$ cat src/rtl/riscvvec_mem_arbiter.sv
// Round-robin arbiter sharing one memory port between the instruction (0) and
// data (1) ports; a tag FIFO of granted port IDs steers in-order responses back.
module riscvvec_mem_arbiter #(
  parameter int p_req_msg_sz      = 67,
  parameter int p_resp_msg_sz     = 35,
  parameter int p_max_outstanding = 4,
  parameter int ptr_w             = $clog2(p_max_outstanding),
  parameter int cnt_w             = ptr_w + 1
) (
  input  logic                     clk,
  input  logic                     reset,

  input  logic                     req0_val,
  output logic                     req0_rdy,
  input  logic [p_req_msg_sz-1:0]  req0_msg,
  output logic                     resp0_val,
  input  logic                     resp0_rdy,
  output logic [p_resp_msg_sz-1:0] resp0_msg,

  input  logic                     req1_val,
  output logic                     req1_rdy,
  input  logic [p_req_msg_sz-1:0]  req1_msg,
  output logic                     resp1_val,
  input  logic                     resp1_rdy,
  output logic [p_resp_msg_sz-1:0] resp1_msg,

  output logic                     memreq_val,
  input  logic                     memreq_rdy,
  output logic [p_req_msg_sz-1:0]  memreq_msg,
  input  logic                     memresp_val,
  output logic                     memresp_rdy,
  input  logic [p_resp_msg_sz-1:0] memresp_msg,

  output logic [31:0]              num_conflicts,
  output logic                     dbg_prio,
  output logic [cnt_w-1:0]         dbg_count
);

  // Handshake rule on every port: a transfer happens on a rising clk edge
  // exactly when val and rdy are both high; val never waits on rdy.

  logic             prio;
  logic             tags [p_max_outstanding];
  logic [ptr_w-1:0] head_ptr;
  logic [ptr_w-1:0] tail_ptr;
  logic [cnt_w-1:0] count;

  logic sel;
  logic full;
  logic empty;
  logic head_port;
  logic push;
  logic pop;
  logic conflict;

  assign full      = (count == cnt_w'(p_max_outstanding));
  assign empty     = (count == '0);
  assign conflict  = req0_val & req1_val;
  assign sel       = conflict ? prio : req1_val;
  assign head_port = tags[head_ptr];

  // Outputs are forced low while reset is high so nothing fires during reset.
  assign memreq_val = ~reset & (req0_val | req1_val) & ~full;
  assign memreq_msg = sel ? req1_msg : req0_msg;
  assign req0_rdy   = ~reset & memreq_rdy & ~full & ~sel;
  assign req1_rdy   = ~reset & memreq_rdy & ~full &  sel;
  assign push       = memreq_val & memreq_rdy;

  assign resp0_val   = ~reset & memresp_val & ~empty & ~head_port;
  assign resp1_val   = ~reset & memresp_val & ~empty &  head_port;
  assign resp0_msg   = memresp_msg;
  assign resp1_msg   = memresp_msg;
  assign memresp_rdy = ~reset & ~empty & (head_port ? resp1_rdy : resp0_rdy);
  assign pop         = memresp_val & memresp_rdy;

  assign dbg_prio  = prio;
  assign dbg_count = count;

  always_ff @(posedge clk) begin
    if (reset) begin
      prio          <= 1'b0;
      head_ptr      <= '0;
      tail_ptr      <= '0;
      count         <= '0;
      num_conflicts <= 32'd0;
    end else begin
      if (push) begin
        tags[tail_ptr] <= sel;
        tail_ptr       <= tail_ptr + ptr_w'(1);
        prio           <= ~sel;
        if (conflict) num_conflicts <= num_conflicts + 32'd1;
      end
      if (pop) head_ptr <= head_ptr + ptr_w'(1);
      case ({push, pop})
        2'b10:   count <= count + cnt_w'(1);
        2'b01:   count <= count - cnt_w'(1);
        default: count <= count;
      endcase
    end
  end

endmodule

$ cat config.mk
export PLATFORM = sky130hd
export DESIGN_NAME = riscvvec_mem_arbiter
export DESIGN_NICKNAME = d
export VERILOG_FILES = /design/src/rtl/riscvvec_mem_arbiter.sv
export SDC_FILE = /design/constraint.sdc
export NUM_CORES = 1
export LEC_CHECK = 0
export BUFFER_PORTS_ARGS = -buffer_cell sky130_fd_sc_hd__buf_2
export CORE_AREA = 4 4 135 137
export CTS_CLUSTER_SIZE = 10
export DETAILED_ROUTE_END_ITERATION = 6
export DIE_AREA = 0 0 139 141
export PLACE_DENSITY = 0.54
export SYNTH_ARGS = -nofsm -noshare
export SYNTH_HDL_FRONTEND = slang
export SYNTH_SLANG_ARGS = --single-unit
$ cat constraint.sdc
create_clock -name clk -period 6.7 [get_ports clk]
set_clock_uncertainty 0.15 [all_clocks]
set_input_delay 0.67 -clock clk [delete_from_list [all_inputs] [get_ports clk]]
set_output_delay 0.67 -clock clk [all_outputs]
set_load 0.1 [all_outputs]
# Word-level counts from Yosys, hierarchy flattened
# Memories as Yosys holds them, arrays and structs flattened. A register that Yosys moved wholly into a read port is not among the register bits.
# Cells that the tools add are included.
dict set report word_totals {
  memories 1
  output_inout_bits 179
  word_cells 47
  inputBits 177
  reg_bits 40
  mem_bits_rw 4
}
# memory depth word_bits rd rd_ports_with_merged_regs wr line
set memory_table {}
lappend memory_table {tags 4 1 1 1 1 43} ;# logic tags [p_max_outstanding];
dict set report classes {
  addsub 5
  n_eq_ne 3
  muxes 9
  bitwise_logic 21
  reduce_logical 3
}
# cell n
set ops {}
lappend ops {{$mux 67} 1}
lappend ops {{$add 32x1->32 const B} 1}
lappend ops {{$and 1x1->1} 15}
lappend ops {{$pmux 3 s2} 1}
lappend ops {{$mux 1} 5}
lappend ops {{$not 1->1} 5}
lappend ops {{$add 2x1->2 const B} 2}
lappend ops {{$mux 2} 2}
lappend ops {{$add 3x1->3 const B} 1}
lappend ops {{$eq 3x3->1 const B} 1}
lappend ops {{$logic_not 3->1} 1}
lappend ops {{$sub 3x1->3 const B} 1}
lappend ops {{$eq 2x1->1 const B} 1}
lappend ops {{$eq 2x2->1 const B} 1}
lappend ops {{$reduce_and 2->1} 1}
lappend ops {{$reduce_bool 2->1} 1}
lappend ops {{$or 1x1->1} 1}

# Logic depth before layout (Yosys ltp)
# Gate-level depths: netlist of run 1.
dict set report depth {
  ltp_word 7
  mapped_depth 10
  mapped_depth_nobuf 9
}

# Least setup slack after synthesis of run 1
# Ideal clock, no wire load.
dict set report synth_path {
  path_type {register to output}
  start {reg prio, in the netlist dbg_prio}
  end {out req1_rdy}
  required_ns 5.880
  arrival_ns 4.065
  path_stages_with_launch 5
  setup_slack_ns 1.815
  n_path_buf 1
  cell_sequence {dfxtp_1 -> inv_1 -> a21boi_1 -> clkbuf_1 -> nor3b_1}
}
dict set report synth_via {
  elab_chain_cells 2
}
# item line
set synth_rtl {}
lappend synth_rtl {{start: declaration} 42} ;# logic prio;
lappend synth_rtl {{start signal: assignment} 90} ;# prio <= ~sel;
lappend synth_rtl {{$mux 1} 59} ;# assign sel = conflict ? prio : req1_val;
lappend synth_rtl {{$and 1x1->1} 66} ;# assign req1_rdy = ~reset & memreq_rdy & ~full & sel;
lappend synth_rtl {{end: declaration} 21} ;# output logic req1_rdy,
# Every way passes these cells.

# Worst setup path in the final report of run 1
dict set report layout_path {
  start {in req1_val}
  end {out memreq_msg[48]}
}
dict set report layout_via {
  elab_chain_cells 3
}
# item line
set layout_rtl {}
lappend layout_rtl {{start: declaration} 20} ;# input logic req1_val,
lappend layout_rtl {{$and 1x1->1} 58} ;# assign conflict = req0_val & req1_val;
lappend layout_rtl {{$mux 1 *} 59}
lappend layout_rtl {{$mux 67 *} 64} ;# assign memreq_msg = sel ? req1_msg : req0_msg;
lappend layout_rtl {{end: declaration} 29} ;# output logic [p_req_msg_sz-1:0] memreq_msg,
# Every way passes the cells marked *; elsewhere a longest branch is shown, timed or not.

==> flow_summary.yaml, run 1 <==
clocking:
  postCtsSetupBuffers: 0
  cts_sinks: 46
  clk_latency_ns: 0.28
  clk_path_buf_depth: 2
  cts_buffers: 5
  cts-resized-gates: 0
  root_buffer: "clkbuf_16"
  clk_pin_slew_ns: 0.06
  htreeDepth: 2
  cts_hold_buf: 0
  cts_tree: "done"
yosys:
  async_flop_share: 0
  syn_nets: 595
  yosysSeqAreaShare: 0.2594
  synth_area_um2: 3705
  synthCells: 411
  yosysWarnings: 0
  ys_types: 42
  synth.area.top_cells: "dfxtp_1 23%, mux2_2 22%, buf_4 14%"
  synth_top_area_frac: 0.2270
  synthFlopType: "dfxtp_1"
  synth_edf_count: 4
  synth.avg_cell_area_um2: 9.014
  synth_top_cell_by_area: "dfxtp_1"
  ys_ff_latch: 46
worst_setup_path:
  crit_path_cell_trace: "buf_2, a21boi_4, buf_4, mux2_2, buf_2"
  cp_top_family: "buffers and inverters"
  crit_path_frequent_cell: "buf_2"
  r2r-end: "dbg_count[2]$_SDFFE_PP0P_"
  start_kind: "input pin"
  r2r_start: "dbg_count[2]$_SDFFE_PP0P_"
  crit_path_end_kind: "output pin"
  path_buf_inv: 3
  reg2reg_depth: 9
  arrival_ns: 2.59
  rrSetupSlack_ns: 3.84
  crit_required_ns: 5.88
  crit_type: "in2out"
  cpPeakStageDelay_ns: 0.67
  crit_slowest_cell: "buf_4"
  worstPathMaxFanout: 73
pwr:
  ir_drop_mv: 0.1086
  clock_power_share: 0.241
  p_per_area_nw_per_um2: 207.4
  cell_internal_pwr_mw: 0.5152
  leakagePower_nw: 2.137
  combPwrFrac: 0.473
  p_sw_mw: 0.4784
  seq_power_share: 0.286
  power.share.switching: 0.4815
timing:
  worstMarginPinSlew_ns: 0.9313
  fin_crit_ns: 3.405
  finalCritPeriodShare: 0.5082
  hold_viol_final: 0
  tns_ns: 0
  relSlewSlack: 0.3791
  rsz0062_at_grt: "no"
  setup_viol: 0
  fmaxAchievable_ghz: 0.2937
  drv_slew: 0
global_routing:
  overflow: 0
  antenna_found_initial: 0
  grt_pass1_wl_um: 24220
  grt_max_degree: 74
  track_usage: 0.1654
  grt_pass1_vias: 3633
final_layout:
  fin_cells: 806
  fin_util: 0.2809
  layout.nets: 764
  final_common_cell: "buf_2"
  final_cell_mix: "250 x buf_2, 74 x mux2_2, 42 x dfxtp_1"
  antennaDiodeCount: 0
  area_growth_syn_to_layout_pct: 29.31
  n_fill_cell: 1871
  drive_gt1_frac: 0.5972
die:
  fp.dieArea_um2: 19600
  die_y_um: 141
  io_pins: 356
  die_x_um: 139
  core_um2: 17060
  start_util: 0.2172
  num_rows: 48
placed_design:
  dpl.hpwl_um: 14860
  place.gp.congestion: 0.7924
  portBuffers: 250
  dp.cells: 798
routing:
  drt_iter0_markers: 155
  vias_per_cell: 4.480
  drt_wl_total_um: 17230
  ant_nets: 0
  wl_per_cell_um: 21.38
  drc: 0
  dr.pass1.iters: 4
  via_count: 3611
flow_run:
  cap_violations: 0
status:
  status: "finished clean"
min_path:
  hold_depth: 1
  hold_start: "head_ptr[1]$_SDFFE_PP0P_"
  worstHoldPathType: "reg2reg"
  holdPathEnd: "head_ptr[1]$_SDFFE_PP0P_"
## synth_stat cells, types with 2 or more instances
cell type	count
or2_2	9
or3_1	8
nand3_1	12
nand2_1	12
nor3_1	5
nor2b_1	8
dfxtp_1	42
o41ai_1	8
nand4_1	11
xor2_1	2
buf_4	70
buf_1	2
nor4_1	7
o31ai_1	7
and4_1	6
clkbuf_1	13
mux2i_1	4
ha_1	6
nor2_1	22
mux2_2	74
edfxtp_1	4
xnor2_1	5
inv_1	12
or4_1	9
a21oi_1	16
o311ai_0	8
and2_1	5
o21ai_0	6
buf_2	5
## registers in the layout, indices dropped and copies added (netlist names), named ones only
name           count
dbg_count          3
dbg_prio           1
num_conflicts     32
tail_ptr           2
head_ptr           2
tags               4
## stage by stage
| step | setup WS (ns) | area, um^2 | power [mW] | hold slack [ns] |
|---|---|---|---|---|
| after floorplan | 1.815 | 3705 | 0.8465 | 0.2857 |
| after detailed placement | 3.215 | 4653 | 0.7663 | 0.3142 |
| final | 3.295 | 4791 | 0.9937 | 0.3215 |
| after global placement | 3.236 | 4653 | 0.7676 | 0.3109 |
| after CTS | 3.278 | 4791 | 1.010 | 0.3235 |
| after global routing | 3.189 | 4791 | 1.035 | 0.3530 |
## area by class of cell
class	count	area, um^2	share of cell area
sequential	46	960.9	0.2006
inverter	12	45.04	0.009402
tap	225	281.5	0.05876
timing repair buffer	253	1274	0.2659
clock buffer	6	128.9	0.02690
multi-input combinational	262	2092	0.4367
clock inverter	2	8.758	0.001828
## cells by family after synthesis
| logic type | share of synthesized area |
|---|---|
| AND/OR/NAND/NOR | 0.1895 |
| buffers and inverters | 0.1790 |
| multiplexers | 0.2418 |
| AO/OA/AOI/OAI | 0.08815 |
| flip-flops | 0.2594 |
| XOR/XNOR | 0.01655 |
| adder cells (fa/ha/maj) | 0.02567 |
## how the worst max path moves through the flow
stage / cells past startpoint / to / startpoint / slack (ns)
4_1_cts: 5 / memreq_msg[53] / req1_val / 3.28
5_1_grt: 5 / memreq_msg[49] / req1_val / 3.19
2_1_floorplan: 4 / req1_rdy / dbg_prio$_SDFFE_PP0P_ / 1.81
3_3_place_gp: 11 / dbg_count[2]$_SDFFE_PP0P_ / reset / 3.24
6_report: 5 / memreq_msg[48] / req1_val / 3.29
3_5_place_dp: 11 / dbg_count[2]$_SDFFE_PP0P_ / reset / 3.22
## power by group through the flow
stage | combinational [mW] | clock (mW) | sequential [mW]
5_1_grt | 0.489 | 0.262 | 0.284
3_3_place_gp | 0.477 | 0 | 0.290
3_5_place_dp | 0.476 | 0 | 0.290
2_1_floorplan | 0.546 | 0 | 0.301
6_report | 0.470 | 0.239 | 0.284
4_1_cts | 0.477 | 0.249 | 0.284
## layer usage
metal | global-route usage | part of all wire | vias up
met4 | 0.01493 | 0.0017 | 0
met3 | 0.05088 | 0.081 | 5
met2 | 0.2820 | 0.49 | 169
li1 | - | - | 1763
met5 | 0 | 0 | -
met1 | 0.2149 | 0.43 | 1674
## worst register-to-register path: stages, from the launching register on
cell and delay (ns):
dfxtp_1 0.41, nor3b_2 0.55, nor3_1 0.28, inv_1 0.15
ha_1 0.21, inv_1 0.06, fa_1 0.38, xor2_1 0.16
or3_1 0.31, a21oi_1 0.14
Power figures use the tool's default switching activity.
==> run 2: changes to the inputs <==
Settings changed: CORE_AREA 4 4 135 137 to 4 4 138 140, DIE_AREA 0 0 139 141 to 0 0 142 144.
Clock period 6.7 ns to 3 ns, I/O delays scaled along.
==> run 2 against run 1 <==
Net effect: first-iteration DRC count down 15%; sequential share of layout area down 0.31 points; cell area up 2.0%; final cell count up 0.99%; non-clock buffer count up 4; sequential power up 120%; total power up 130%; flip-flop and latch count unchanged; combinational power up 120%; worst hold slack better by 0.0052 ns; global-route usage down 2.7 points; clock power rose to 2.7 times the previous value.
==> flow_summary.yaml, run 2 (synthesis results as in run 1) <==
worst_setup_path:
  arrival_ns: 2.74
  crit_required_ns: 3.06
  cpPeakStageDelay_ns: 0.54
  r2r-end: "dbg_count[2]$_SDFFE_PP0P_"
  rrSetupSlack_ns: 0.32
  crit_type: "reg2reg"
  worstPathMaxFanout: 6
  reg2reg_depth: 9
  crit_path_end_kind: "register"
  start_kind: "register"
  crit_slowest_cell: "mux4_2"
  crit_path_cell_trace: "mux4_2, mux2i_1, nor2_1, ha_1, inv_1, fa_1, xor2_1, or3_1, a21oi_1"
clocking:
  root_buffer: "clkbuf_16"
  cts_hold_buf: 0
  clk_latency_ns: 0.29
  clk_path_buf_depth: 2
  postCtsSetupBuffers: 0
  cts-resized-gates: 0
  cts_tree: "done"
  cts_sinks: 46
  htreeDepth: 2
  cts_buffers: 5
  clk_pin_slew_ns: 0.07
placed_design:
  dpl.hpwl_um: 12710
  place.gp.congestion: 0.7618
  place_area_um2: 4712
  portBuffers: 250
  dp.cells: 806
timing:
  drv_slew: 0
  fin_crit_ns: 2.679
  finalCritPeriodShare: 0.8931
  relSlewSlack: 0.6306
  fmaxAchievable_ghz: 0.3733
  hold_viol_final: 0
  setup_viol: 0
  rsz0062_at_grt: "no"
  worstMarginPinSlew_ns: 0.5579
global_routing:
  grt_pass1_wl_um: 21630
  overflow: 0
  grt_max_degree: 74
  antenna_found_initial: 0
  track_usage: 0.1381
  grt_pass1_vias: 3462
die:
  die_y_um: 144
  start_util: 0.2077
  io_pins: 356
  die_x_um: 142
  fp.dieArea_um2: 20450
  num_rows: 49
  core_um2: 17840
final_layout:
  antennaDiodeCount: 0
  drive_gt1_frac: 0.6120
  top_register: "num_conflicts"
  largest_register_ffs: 32
  final_area_um2: 4885
  final_common_cell: "buf_2"
  final_cell_mix: "250 x buf_2, 74 x mux2_2, 39 x dfxtp_1"
  area_growth_syn_to_layout_pct: 31.85
  layout.nets: 768
  fin_cells: 814
status:
  status: "finished clean"
routing:
  drt_wl_total_um: 15190
  drt_iter0_markers: 131
  via_count: 3606
  dr.pass1.iters: 4
  vias_per_cell: 4.430
  wl_per_cell_um: 18.66
  drc: 0
  ant_nets: 0
min_path:
  hold_depth: 1
  hold_start: "head_ptr[1]$_SDFFE_PP0P_"
  holdPathEnd: "head_ptr[1]$_SDFFE_PP0P_"
  worstHoldPathType: "reg2reg"
pwr:
  leakagePower_nw: 2.184
  ir_drop_mv: 0.2551
  p_per_area_nw_per_um2: 475.1
flow_run:
  cap_violations: 0
==> run 2: how the worst max path moves through the flow <==
stage	from	to
after floorplan	dbg_prio$_SDFFE_PP0P_	req0_rdy
after global placement	tags[3]$_DFFE_PP_	dbg_count[2]$_SDFFE_PP0P_
after detailed placement	tags[1]$_DFFE_PP_	dbg_count[2]$_SDFFE_PP0P_
after CTS	tags[1]$_DFFE_PP_	dbg_count[2]$_SDFFE_PP0P_
after global routing	register	dbg_count[2]$_SDFFE_PP0P_
final	register	dbg_count[2]$_SDFFE_PP0P_
==> run 2: power breakdown <==
| part | switching, mW | internal [mW] |
|---|---|---|
| combinational | 0.808 | 0.222 |
| sequential | 0.00731 | 0.626 |
| clock | 0.257 | 0.400 |
| total | 1.07 | 1.25 |
==> run 2: final cells by class <==
type | count | area, um^2
timing repair buffer | 257 | 1316
fill | 1912 | 12960
clock inverter | 3 | 47.55
clock buffer | 5 | 125.1
sequential | 46 | 964.7
tap | 229 | 286.5
multi-input combinational | 262 | 2100
inverter | 12 | 45.04
==> run 2: layer usage <==
metal	global-route usage	vias to the layer above	wire length [um]
li1	-	1771	-
met3	0.05556	4	1408
met4	0.02172	0	52
met2	0.2204	182	7203
met1	0.1796	1649	6523
met5	0	-	0
==> run 2: critical path: cells and delay by family (launching register included) <==
| kind | cells | cell delay, ns |
|---|---|---|
| simple gates | 2 | 0.43 |
| xor+xnor | 1 | 0.15 |
| buf+inv | 1 | 0.06 |
| fa+ha+maj | 2 | 0.57 |
| flops | 1 | 0.34 |
| compound gates | 1 | 0.15 |
| mux | 2 | 0.75 |
==> run 2: through the flow <==
stage	worst slack (ns)	power, mW	hold slack, ns	setup TNS [ns]	util
after floorplan	-0.7246	1.892	0.2857	-2.155	-
after global placement	0.3888	1.687	0.3372	0	0.2641
after detailed placement	0.3348	1.685	0.3111	0	0.2641
after CTS	0.3067	2.349	0.3306	0	0.2738
after global routing	0.1566	2.411	0.3635	0	0.2738
final	0.3208	2.321	0.3267	0	0.2738
